### config.mk
export PLATFORM = sky130hd
export DESIGN_NAME = decoder_stream
export DESIGN_NICKNAME = d
export VERILOG_FILES = /design/src/rtl/decoder_pkg.sv /design/src/rtl/decoder_onehot.sv /design/src/rtl/decoder_stream.sv
export SDC_FILE = /design/constraint.sdc
export NUM_CORES = 1
export LEC_CHECK = 0
export CORE_MARGIN = 8
export CORE_UTILIZATION = 39
export DETAILED_ROUTE_END_ITERATION = 16
export PLACE_DENSITY = 0.75
export SLEW_MARGIN = 20
export SYNTH_ARGS = -nofsm -noshare
export SYNTH_HDL_FRONTEND = slang
export SYNTH_SLANG_ARGS = --single-unit
### constraint.sdc
create_clock -name clk -period 1.95 [get_ports clk]
set_clock_uncertainty 0.2 [all_clocks]
set_input_delay 0.2925 -clock clk [delete_from_list [all_inputs] [get_ports clk]]
set_output_delay 0.2925 -clock clk [all_outputs]
set_load 0.02 [all_outputs]
### src/rtl/decoder_pkg.sv
// Shared state encoding and per-line decode helper for decoder_stream.
// Purely combinational helpers, no latency of their own.
// No flow control here; the instantiating logic owns the handshake.
package decoder_pkg;

  typedef enum logic {
    ST_IDLE = 1'b0,
    ST_SCAN = 1'b1
  } state_e;

  // Value of output line 'line' when decoding 'code'. The decoder is parametric,
  // so the helper returns one line and the caller loops over the lines.
  function automatic logic onehot(input int code, input int line,
                                  input logic en, input logic active_low);
    return (en && (code == line)) ^ active_low;
  endfunction

endpackage

### src/rtl/decoder_onehot.sv
// Combinational N_IN -> 2**N_IN one-hot decode with enable and output polarity.
// Latency: 0 cycles (pure logic).
// Backpressure: none; the parent register stage decides when the word is captured.
module decoder_onehot
  import decoder_pkg::*;
#(
  parameter int N_IN       = 4,
  parameter bit ACTIVE_LOW = 1'b0
) (
  input  logic [N_IN-1:0]      code,
  input  logic                 en,
  output logic [(2**N_IN)-1:0] word
);

  localparam int OUT_W = 2**N_IN;

  // Each output line is high (or low when ACTIVE_LOW) only when it matches the code
  always_comb begin
    word = '0;
    for (int i = 0; i < OUT_W; i++) begin
      word[i] = onehot(int'(code), i, en, ACTIVE_LOW);
    end
  end

endmodule

### src/rtl/decoder_stream.sv
// Registered N_IN -> 2**N_IN one-hot decoder with valid/ready on input and output.
// Latency: 1 cycle from accepted input to out_valid; full throughput while out_ready stays high.
// Backpressure: out_valid && !out_ready holds dout and drops in_ready. Scan mode built with DECODER_SCAN_EN.
module decoder_stream
  import decoder_pkg::*;
#(
  parameter int N_IN       = 4,
  parameter bit ACTIVE_LOW = 1'b0
) (
  input  logic                 clk,
  input  logic                 reset,
  input  logic                 in_valid,
  output logic                 in_ready,
  input  logic [N_IN-1:0]      sel,
  input  logic                 en,
  output logic                 out_valid,
  input  logic                 out_ready,
  output logic [(2**N_IN)-1:0] dout,
  input  logic                 scan_start,
  output logic                 scan_busy
);

  localparam int                OUT_W     = 2**N_IN;
  localparam logic [OUT_W-1:0]  IDLE_WORD = ACTIVE_LOW ? {OUT_W{1'b1}} : {OUT_W{1'b0}};

  logic             out_valid_q, out_valid_d;
  logic [OUT_W-1:0] dout_q, dout_d;
  state_e           state_q, state_d;
  logic [N_IN-1:0]  idx_q, idx_d;
  logic             scan_busy_q, scan_busy_d;

  logic             slot_free;
  logic             accept;
  logic             scan_load;
  logic             scan_start_eff;
  logic             in_scan;
  logic [N_IN-1:0]  dec_code;
  logic             dec_en;
  logic [OUT_W-1:0] dec_word;

`ifdef DECODER_SCAN_EN
  assign scan_start_eff = scan_start;
`else
  // Without the scan feature the pulse has no effect at all
  logic unused_scan_start;
  assign unused_scan_start = scan_start;
  assign scan_start_eff    = 1'b0;
`endif

  // Handshake: the output slot can take a new word when empty or draining this cycle
  always_comb begin
    in_scan   = (state_q == ST_SCAN);
    slot_free = !out_valid_q || out_ready;
    in_ready  = !reset && slot_free && !in_scan && !scan_start_eff;
    accept    = in_valid && in_ready;
    scan_load = in_scan && slot_free;
    dec_code  = in_scan ? idx_q : sel;
    dec_en    = in_scan ? 1'b1  : en;
  end

  // Single shared decoder, fed by the scan index while scanning
  decoder_onehot #(
    .N_IN      (N_IN),
    .ACTIVE_LOW(ACTIVE_LOW)
  ) u_onehot (
    .code(dec_code),
    .en  (dec_en),
    .word(dec_word)
  );

  // Next state for the output register and the scan FSM
  always_comb begin
    out_valid_d = out_valid_q;
    dout_d      = dout_q;
    state_d     = state_q;
    idx_d       = idx_q;
    scan_busy_d = scan_busy_q;

    if (accept || scan_load) begin
      out_valid_d = 1'b1;
      dout_d      = dec_word;
    end else if (out_valid_q && out_ready) begin
      out_valid_d = 1'b0;
      dout_d      = IDLE_WORD;
    end

`ifdef DECODER_SCAN_EN
    case (state_q)
      ST_IDLE: begin
        if (scan_start) begin
          state_d     = ST_SCAN;
          scan_busy_d = 1'b1;
        end
      end
      ST_SCAN: begin
        // A stalled output also stalls the index; a new scan_start is ignored here
        if (slot_free) begin
          if (idx_q == {N_IN{1'b1}}) begin
            idx_d       = '0;
            state_d     = ST_IDLE;
            scan_busy_d = 1'b0;
          end else begin
            idx_d = idx_q + N_IN'(1);
          end
        end
      end
      default: begin
        state_d     = ST_IDLE;
        scan_busy_d = 1'b0;
      end
    endcase
`endif
  end

  // All state updates; reset aborts any scan and returns to the idle word
  always_ff @(posedge clk) begin
    if (reset) begin
      out_valid_q <= 1'b0;
      dout_q      <= IDLE_WORD;
      state_q     <= ST_IDLE;
      idx_q       <= '0;
      scan_busy_q <= 1'b0;
    end else begin
      out_valid_q <= out_valid_d;
      dout_q      <= dout_d;
      state_q     <= state_d;
      idx_q       <= idx_d;
      scan_busy_q <= scan_busy_d;
    end
  end

  assign out_valid = out_valid_q;
  assign dout      = dout_q;
  assign scan_busy = scan_busy_q;

endmodule

# Word-level counts from Yosys, hierarchy flattened

Cells that the tools add are included.

Output and inout bits: 19
Bits of input ports: 10
Logic and storage cells: 45
Bits in registers: 17

Equality and inequality tests: 15
Reduce and logical (&&, ||, !) cells: 24
Mux-type cells: 4

Operator list:

| operator           | count |
|---|---|
| $eq 4x4->1 const B | 8 |
| $mux 16            | 2 |
| $logic_and 1x1->1  | 19 |
| $eq 4x3->1 const B | 4 |
| $eq 4x2->1 const B | 2 |
| $eq 4x1->1 const B | 1 |
| $logic_not 4->1    | 1 |
| $logic_not 1->1    | 2 |
| $mux 1             | 2 |
| $reduce_bool 2->1  | 1 |
| $logic_or 1x1->1   | 1 |

# Logic depth before layout (Yosys ltp)

Gate-level depths: netlist of the first run.

Depth after elaboration: 5
Mapped depth: 6
Depth with buffers taken out: 3

# Modules after synthesis

From an unflattened synthesis of the first run, not the netlist that was laid out.

Cells, all modules: 117
Area total of the unflattened synthesis: 1112.3 um^2

Modules (own cells, without submodules):

| module         | area an instance (um^2) | instances | sequential area each (um^2) | cells each |
|---|---|---|---|---|
| decoder_stream | 994.7                   | 1         | 340.3                       | 94 |
| decoder_onehot | 117.6                   | 1         | 0.0                         | 23 |

# Least setup slack after synthesis of the first run

Ideal clock, no wire load.

Path type: flip-flop to flip-flop
From: register out_valid_q (netlist: out_valid)
To: register dout_q[4] (netlist: dout[4])
Setup slack: 367 ps
Buffers on the path: 3
Period minus slack after synthesis: 1583 ps
Library setup time: 117 ps
Stages on the path, launching flop included: 7
Required time: 1633 ps
Arrival: 1267 ps
Cells stage by stage: dfxtp_1 nor2b_4 buf_6 o21ba_1 buf_6 buf_6 a22o_1

Word-level cells in the longest chain between the ends: 5
Elaborated cells on any way between the ends: 7
Those cells by class: mux: 1; reduce/logical: 6

Ends and longest elaborated chain:

| what                                         | line                  | text |
|---|---|---|
| from (decl)                                  | decoder_stream.sv:26  | `logic out_valid_q, out_valid_d;` |
| from (signal assigned)                       | decoder_stream.sv:124 | `out_valid_q <= out_valid_d;` |
| $logic_not 1->1                              | decoder_stream.sv:53  | `slot_free = !out_valid_q \|\| out_ready;` |
| $logic_or 1x1->1                             | decoder_stream.sv:53  |  |
| $logic_and 1x1->1                            | decoder_stream.sv:54  | `in_ready = !reset && slot_free && !in_scan && !scan_start_eff;` |
| $logic_and 1x1->1                            | decoder_stream.sv:55  | `accept = in_valid && in_ready;` |
| $mux 16 or $reduce_bool 2->1 (tied branches) | --                    |  |
| to (signal assigned)                         | decoder_stream.sv:125 | `dout_q <= dout_d;` |
| to (decl)                                    | decoder_stream.sv:27  | `logic [OUT_W-1:0] dout_q, dout_d;` |

Parallel ways exist; a longest one is shown, timed or not.
A chain may end at the register's enable or synchronous reset.

# Final worst setup path of the first run

From: register out_valid_q (netlist: out_valid)
To: output out_valid

RTL lines:

| what      | line                 | text |
|---|---|---|
| to (decl) | decoder_stream.sv:16 | `output logic out_valid,` |

No word-level cell between the ends.

==> results.toml, run 1 <==
[setup_path]
crit_type = "flop to primary output"
r2r_setup_slack_ns = 0.29
cpPeakStageDelay_ns = 0.63
crit_buf_inv = 1
cp_cell_sequence = "clkdlybuf4s50_1"
timing.rr.start = "out_valid"
crit_start = "out_valid"
r2r-end = "dout[4]"
crit_family = "buffers and inverters"
rr_worst_depth = 4
start_kind = "flop"
cp_max_fo = 3
arrival_ns = 1.29
crit_path_top_delay_cell = "clkdlybuf4s50_1"
end_kind = "primary output"
critPathRequiredTime_ns = 1.46

[hold_path]
hp-start = "dout[13]"
hp-class = "flop to flop"
hold_path_depth = 1
min_to = "dout[13]"

[die]
coreArea_um2 = 1540
start_util_pct = 42.4
dieArea_um2 = 3240
num_rows = 14
die_h_um = 56.9
die_w_um = 56.9
pin_count = 29

[finish]
fin_nets = 96
drive_gt1_share_pct = 17.6
num_antenna_cells = 0
area_growth_pct = 47.5
finalInstanceArea_um2 = 963

[clock_tree]
clock_latency_ns = 0.28
cts_buffers = 3
htreeDepth = 1
cts_tree = "built"
cts.clk_slew.worst_paths_ns = 0.08
ctsLongestPathBuffers = 2
cts-root-buf = "clkbuf_4"
cts_sinks = 17

[timing]
relSlewSlack_pct = 63.6
rsz0062_at_grt = "false"
post-route-period-util_pct = 91.5
finalSetupViolCount = 0
hold_slack_ns = 0.276
min_period_ns = 1.78
hold_viol = 0
fmax_mhz = 561
setup_slack_ns = 0.167
maxSlewViolCount = 0
max_slew.worst_pin.slew_ns = 0.546

[detailed_routing]
drt_iter0_drc = 10
vias = 527
avgViaCountPerCell = 5.22
first_pass_iters = 4
wirelength_um = 1460
drc_errors = 0
ant_nets = 0
drt-wirelength-per-cell_um = 14.5

[power_and_ir_drop]
ir_worst_vdd_mv = 0.502
powerDensity_nw_per_um2 = 633
leakage_uw = 0.000367
power_uw = 609

[yosys]
ys_types = 14
ys_ff_latch = 17
synth-edff-count = 0
synth_top_area_share_pct = 52.1
yosys-top-cells-count = "dfxtp_1, a22o_1, nor2_1"
synthFlopType = "dfxtp_1"
synth_area_leader_cell = "dfxtp_1"
syn_inst = 53
async_flop_share_pct = 0
synth.most_common_cell = "dfxtp_1"
netlist_area_um2 = 653
syn-num-nets = 63
synth_warnings = 0
ys_seq_area_share_pct = 52.1
synth_area_leaders = "dfxtp_1, a22o_1, a32o_1"
avgSynthCellArea_um2 = 12.3

[global_routing]
antenna_found_initial = 0
grt_overflow = 0
grt_max_degree = 17
grt_pass1_vias = 559
gr-usage-all-layers_pct = 9.39
grt_pass1_wl_um = 2530

[outcome]
run_status = "complete, no violations"

[place]
gp_routability_congestion = 0.691
detailed_place_hpwl_um = 1180
pre_cts_ws_ns = -0.0656
dpl-instance-area_um2 = 937
port-buffer-count = 26

[flow_run]
drv_cap = 0
layout by cell type, fill, tap and decap left out:
master	instances
clkdlybuf4s50_1	25
dfxtp_1	17
a22o_1	12
buf_4	6
nor2_1	5
a32o_1	4
clkbuf_4	3
nor2b_1	2
nor4_2	2
nor4b_2	2
nor2b_4	1
nand3b_1	1
o21ba_1	1
nand3_1	1
conb_1	1
clkinv_2	1
dlygate4sd2_1	1
worst reg2reg max path: cells and delay by family, from the launching register on:
kind,cells,cell delay (ns)
buffers and inverters,1,0.15
AOI/OAI and AO/OA,2,0.72
DFF,1,0.38
and+or+nand+nor,1,0.16
worst max-delay path by stage:
stage                     end  slack [ns]  cells after the start
floorplan             dout[4]        0.37                      6
global placement     in_ready       -0.08                      4
detailed placement   in_ready       -0.07                      4
CTS                 out_valid        0.14                      1
global route        out_valid        0.11                      1
finish              out_valid        0.17                      1
layout make-up:
type	instances	area, µm²
Fill cell	140	578
Sequential cell	17	340
Timing Repair Buffer	32	304
Multi-Input combinational cell	32	272
Clock buffer	3	22.5
Tap cell	16	20.0
Clock inverter	1	5.00
metal layers:
| metal | global-route usage, % | share of wire (%) |
|---|---|---|
| met2 | 14.1 | 44 |
| met1 | 10.7 | 47 |
| met3 | 5.84 | 9.2 |
| met5 | 0 | 0 |
| met4 | 3.02 | 0 |
kinds of logic after synthesis:
group / Yosys count / synth area share, %
other: 1 / 0.574
flip-flops: 17 / 52.1
AO/OA/AOI/OAI: 17 / 23.8
AND/OR/NAND/NOR: 14 / 17.2
buffers and inverters: 4 / 6.32
where the power goes:
group | total, µW | internal, µW | switching (µW)
clock | 182 | 76.3 | 106
sequential | 353 | 351 | 2.48
combinational | 73.8 | 35.9 | 38.0
state kept, by name, indices dropped and copies added, names as in the netlist:
name and cells:
dout 16, out_valid 1
timing repair:
action	in CTS	in global routing
setup endpoints to repair	1	0
endpoints found under the hold margin	0	0
setup buffers	0	0
hold buffers	0	0
gates resized for setup	1	0
stage by stage:
stage	util, %	TNS, ns	cells
2_1_floorplan	-	0	53
3_3_place_gp	60.8	-0.592	97
3_5_place_dp	60.8	-0.894	97
4_1_cts	62.5	0	101
5_1_grt	62.5	0	101
6_report	62.5	0	101
Note: power is estimated with default switching activity, not from simulation.
==> inputs of run 2 (changes only) <==
CORE_UTILIZATION = 25   (was 39)
PLACE_DENSITY = 0.53   (was 0.75)
==> results.toml, run 2 (synthesis results as in run 1) <==
[outcome]
run_status = "complete, no violations"

[die]
dieArea_um2 = 4500
die_w_um = 67.1
die_h_um = 67.1
start_util_pct = 26.4
coreArea_um2 = 2480
num_rows = 18
pin_count = 29

[finish]
multi_input_area_um2 = 272
drive_gt1_share_pct = 18.6
n_fill_cell = 261
layout_common_cells = "clkdlybuf4s50_1, dfxtp_1, a22o_1"
area_growth_pct = 51.3
ff_latch_area_um2 = 340
fin_nets = 97
largest_reg_flops = 16
layout_commonest_cell = "clkdlybuf4s50_1"
num_antenna_cells = 0
finalInstanceArea_um2 = 988

[detailed_routing]
wirelength_um = 1660
avgViaCountPerCell = 4.76
drt-wirelength-per-cell_um = 14.3
top_layer = "met4"
drc_errors = 0
vias = 552
wl_met1_um = 744
first_pass_iters = 4
ant_nets = 0
dr_wl_met3_um = 128
dr_wl_met2_um = 740
drt_iter0_drc = 16

[clock_tree]
cts_hold_buf = 0
ctsLongestPathBuffers = 2
clock_latency_ns = 0.29
htreeDepth = 1
cts_tree = "built"
cts.clk_slew.worst_paths_ns = 0.09
cts_buffers = 3
cts-root-buf = "clkbuf_4"
cts_sinks = 17

[place]
detailed_place_hpwl_um = 1260
pre_cts_ws_ns = -0.0867
port-buffer-count = 26
gp_routability_congestion = 0.689
dpl-instance-area_um2 = 962

[setup_path]
r2r-end = "dout[11]"
cp_max_fo = 3
crit_buf_inv = 1
end_kind = "primary output"
arrival_ns = 1.28
critPathRequiredTime_ns = 1.46
cpPeakStageDelay_ns = 0.63
cp_cell_sequence = "clkdlybuf4s50_1"
start_kind = "flop"
crit_type = "flop to primary output"
timing.rr.start = "out_valid"
r2r_setup_slack_ns = 0.28
crit_family = "buffers and inverters"
rr_worst_depth = 4
crit_cells = 1
crit_start = "out_valid"
crit_path_top_delay_cell = "clkdlybuf4s50_1"

[timing]
post-route-period-util_pct = 90.7
hold_viol = 0
setup_slack_ns = 0.180
min_period_ns = 1.77
maxSlewViolCount = 0
fmax_mhz = 565
max_slew.worst_pin.slew_ns = 0.574
relSlewSlack_pct = 61.7
rsz0062_at_grt = "false"
finalSetupViolCount = 0

[global_routing]
antenna_found_initial = 0
grt_max_degree = 17
grt_overflow = 0
grt_pass1_vias = 568
gr-usage-all-layers_pct = 8.12
grt_pass1_wl_um = 2730

[hold_path]
min_to = "dout[13]"
hp-class = "flop to flop"
hp-start = "dout[13]"
hold_path_depth = 1

[power_and_ir_drop]
leakage_uw = 0.000373
powerDensity_nw_per_um2 = 622
ir_worst_vdd_mv = 0.416

[flow_run]
drv_cap = 0
run 2: cell types whose count changed in the layout (fill, tap and decap cells not counted), sizes merged:
cell and delta:
buf +1
run 2: worst max-delay path by stage:
| stage | to | slack (ns) |
|---|---|---|
| 3_5_place_dp | dout[11] | -0.09 |
| 2_1_floorplan | dout[4] | 0.37 |
| 3_3_place_gp | in_ready | -0.07 |
| 5_1_grt | out_valid | 0.11 |
| 4_1_cts | out_valid | 0.15 |
| 6_report | out_valid | 0.18 |
run 2: stage by stage:
step	total power [µW]	setup TNS [ns]	hold WS, ns	instances	utilization (%)
floorplan	402	0	0.165	53	-
global placement	437	-0.795	0.253	112	38.8
detailed placement	438	-1.22	0.259	112	38.8
CTS	626	0	0.282	116	39.9
global route	647	0	0.298	116	39.9
finish	615	0	0.274	116	39.9
run 2: power by group:
part           switching [µW]  total, µW  internal [µW]
clock network             110        186           76.4
logic                    39.6       75.8           36.2
registers                2.28        353            351
total                     152        615            463
run 2: what timing repair did:
| item | 4_1_cts | 5_1_grt |
|---|---|---|
| endpoints found under the setup margin | 1 | 0 |
| setup buffers | 0 | 0 |
| gates resized for setup | 1 | 0 |
run 2: per-layer routing:
layer / global-route usage [%] / vias to the layer above
li1: - / 266
met1: 9.80 / 262
met2: 11.6 / 19
met3: 3.19 / 5
met4: 5.48 / 0
met5: 0 / -
run 2: layout make-up:
type / count / share of cell area, %
sequential: 17 / 34.4
timing repair buffer: 33 / 31.5
multi-input combinational: 32 / 27.5
tap: 30 / 3.80
clock buffer: 3 / 2.28
clock inverter: 1 / 0.506
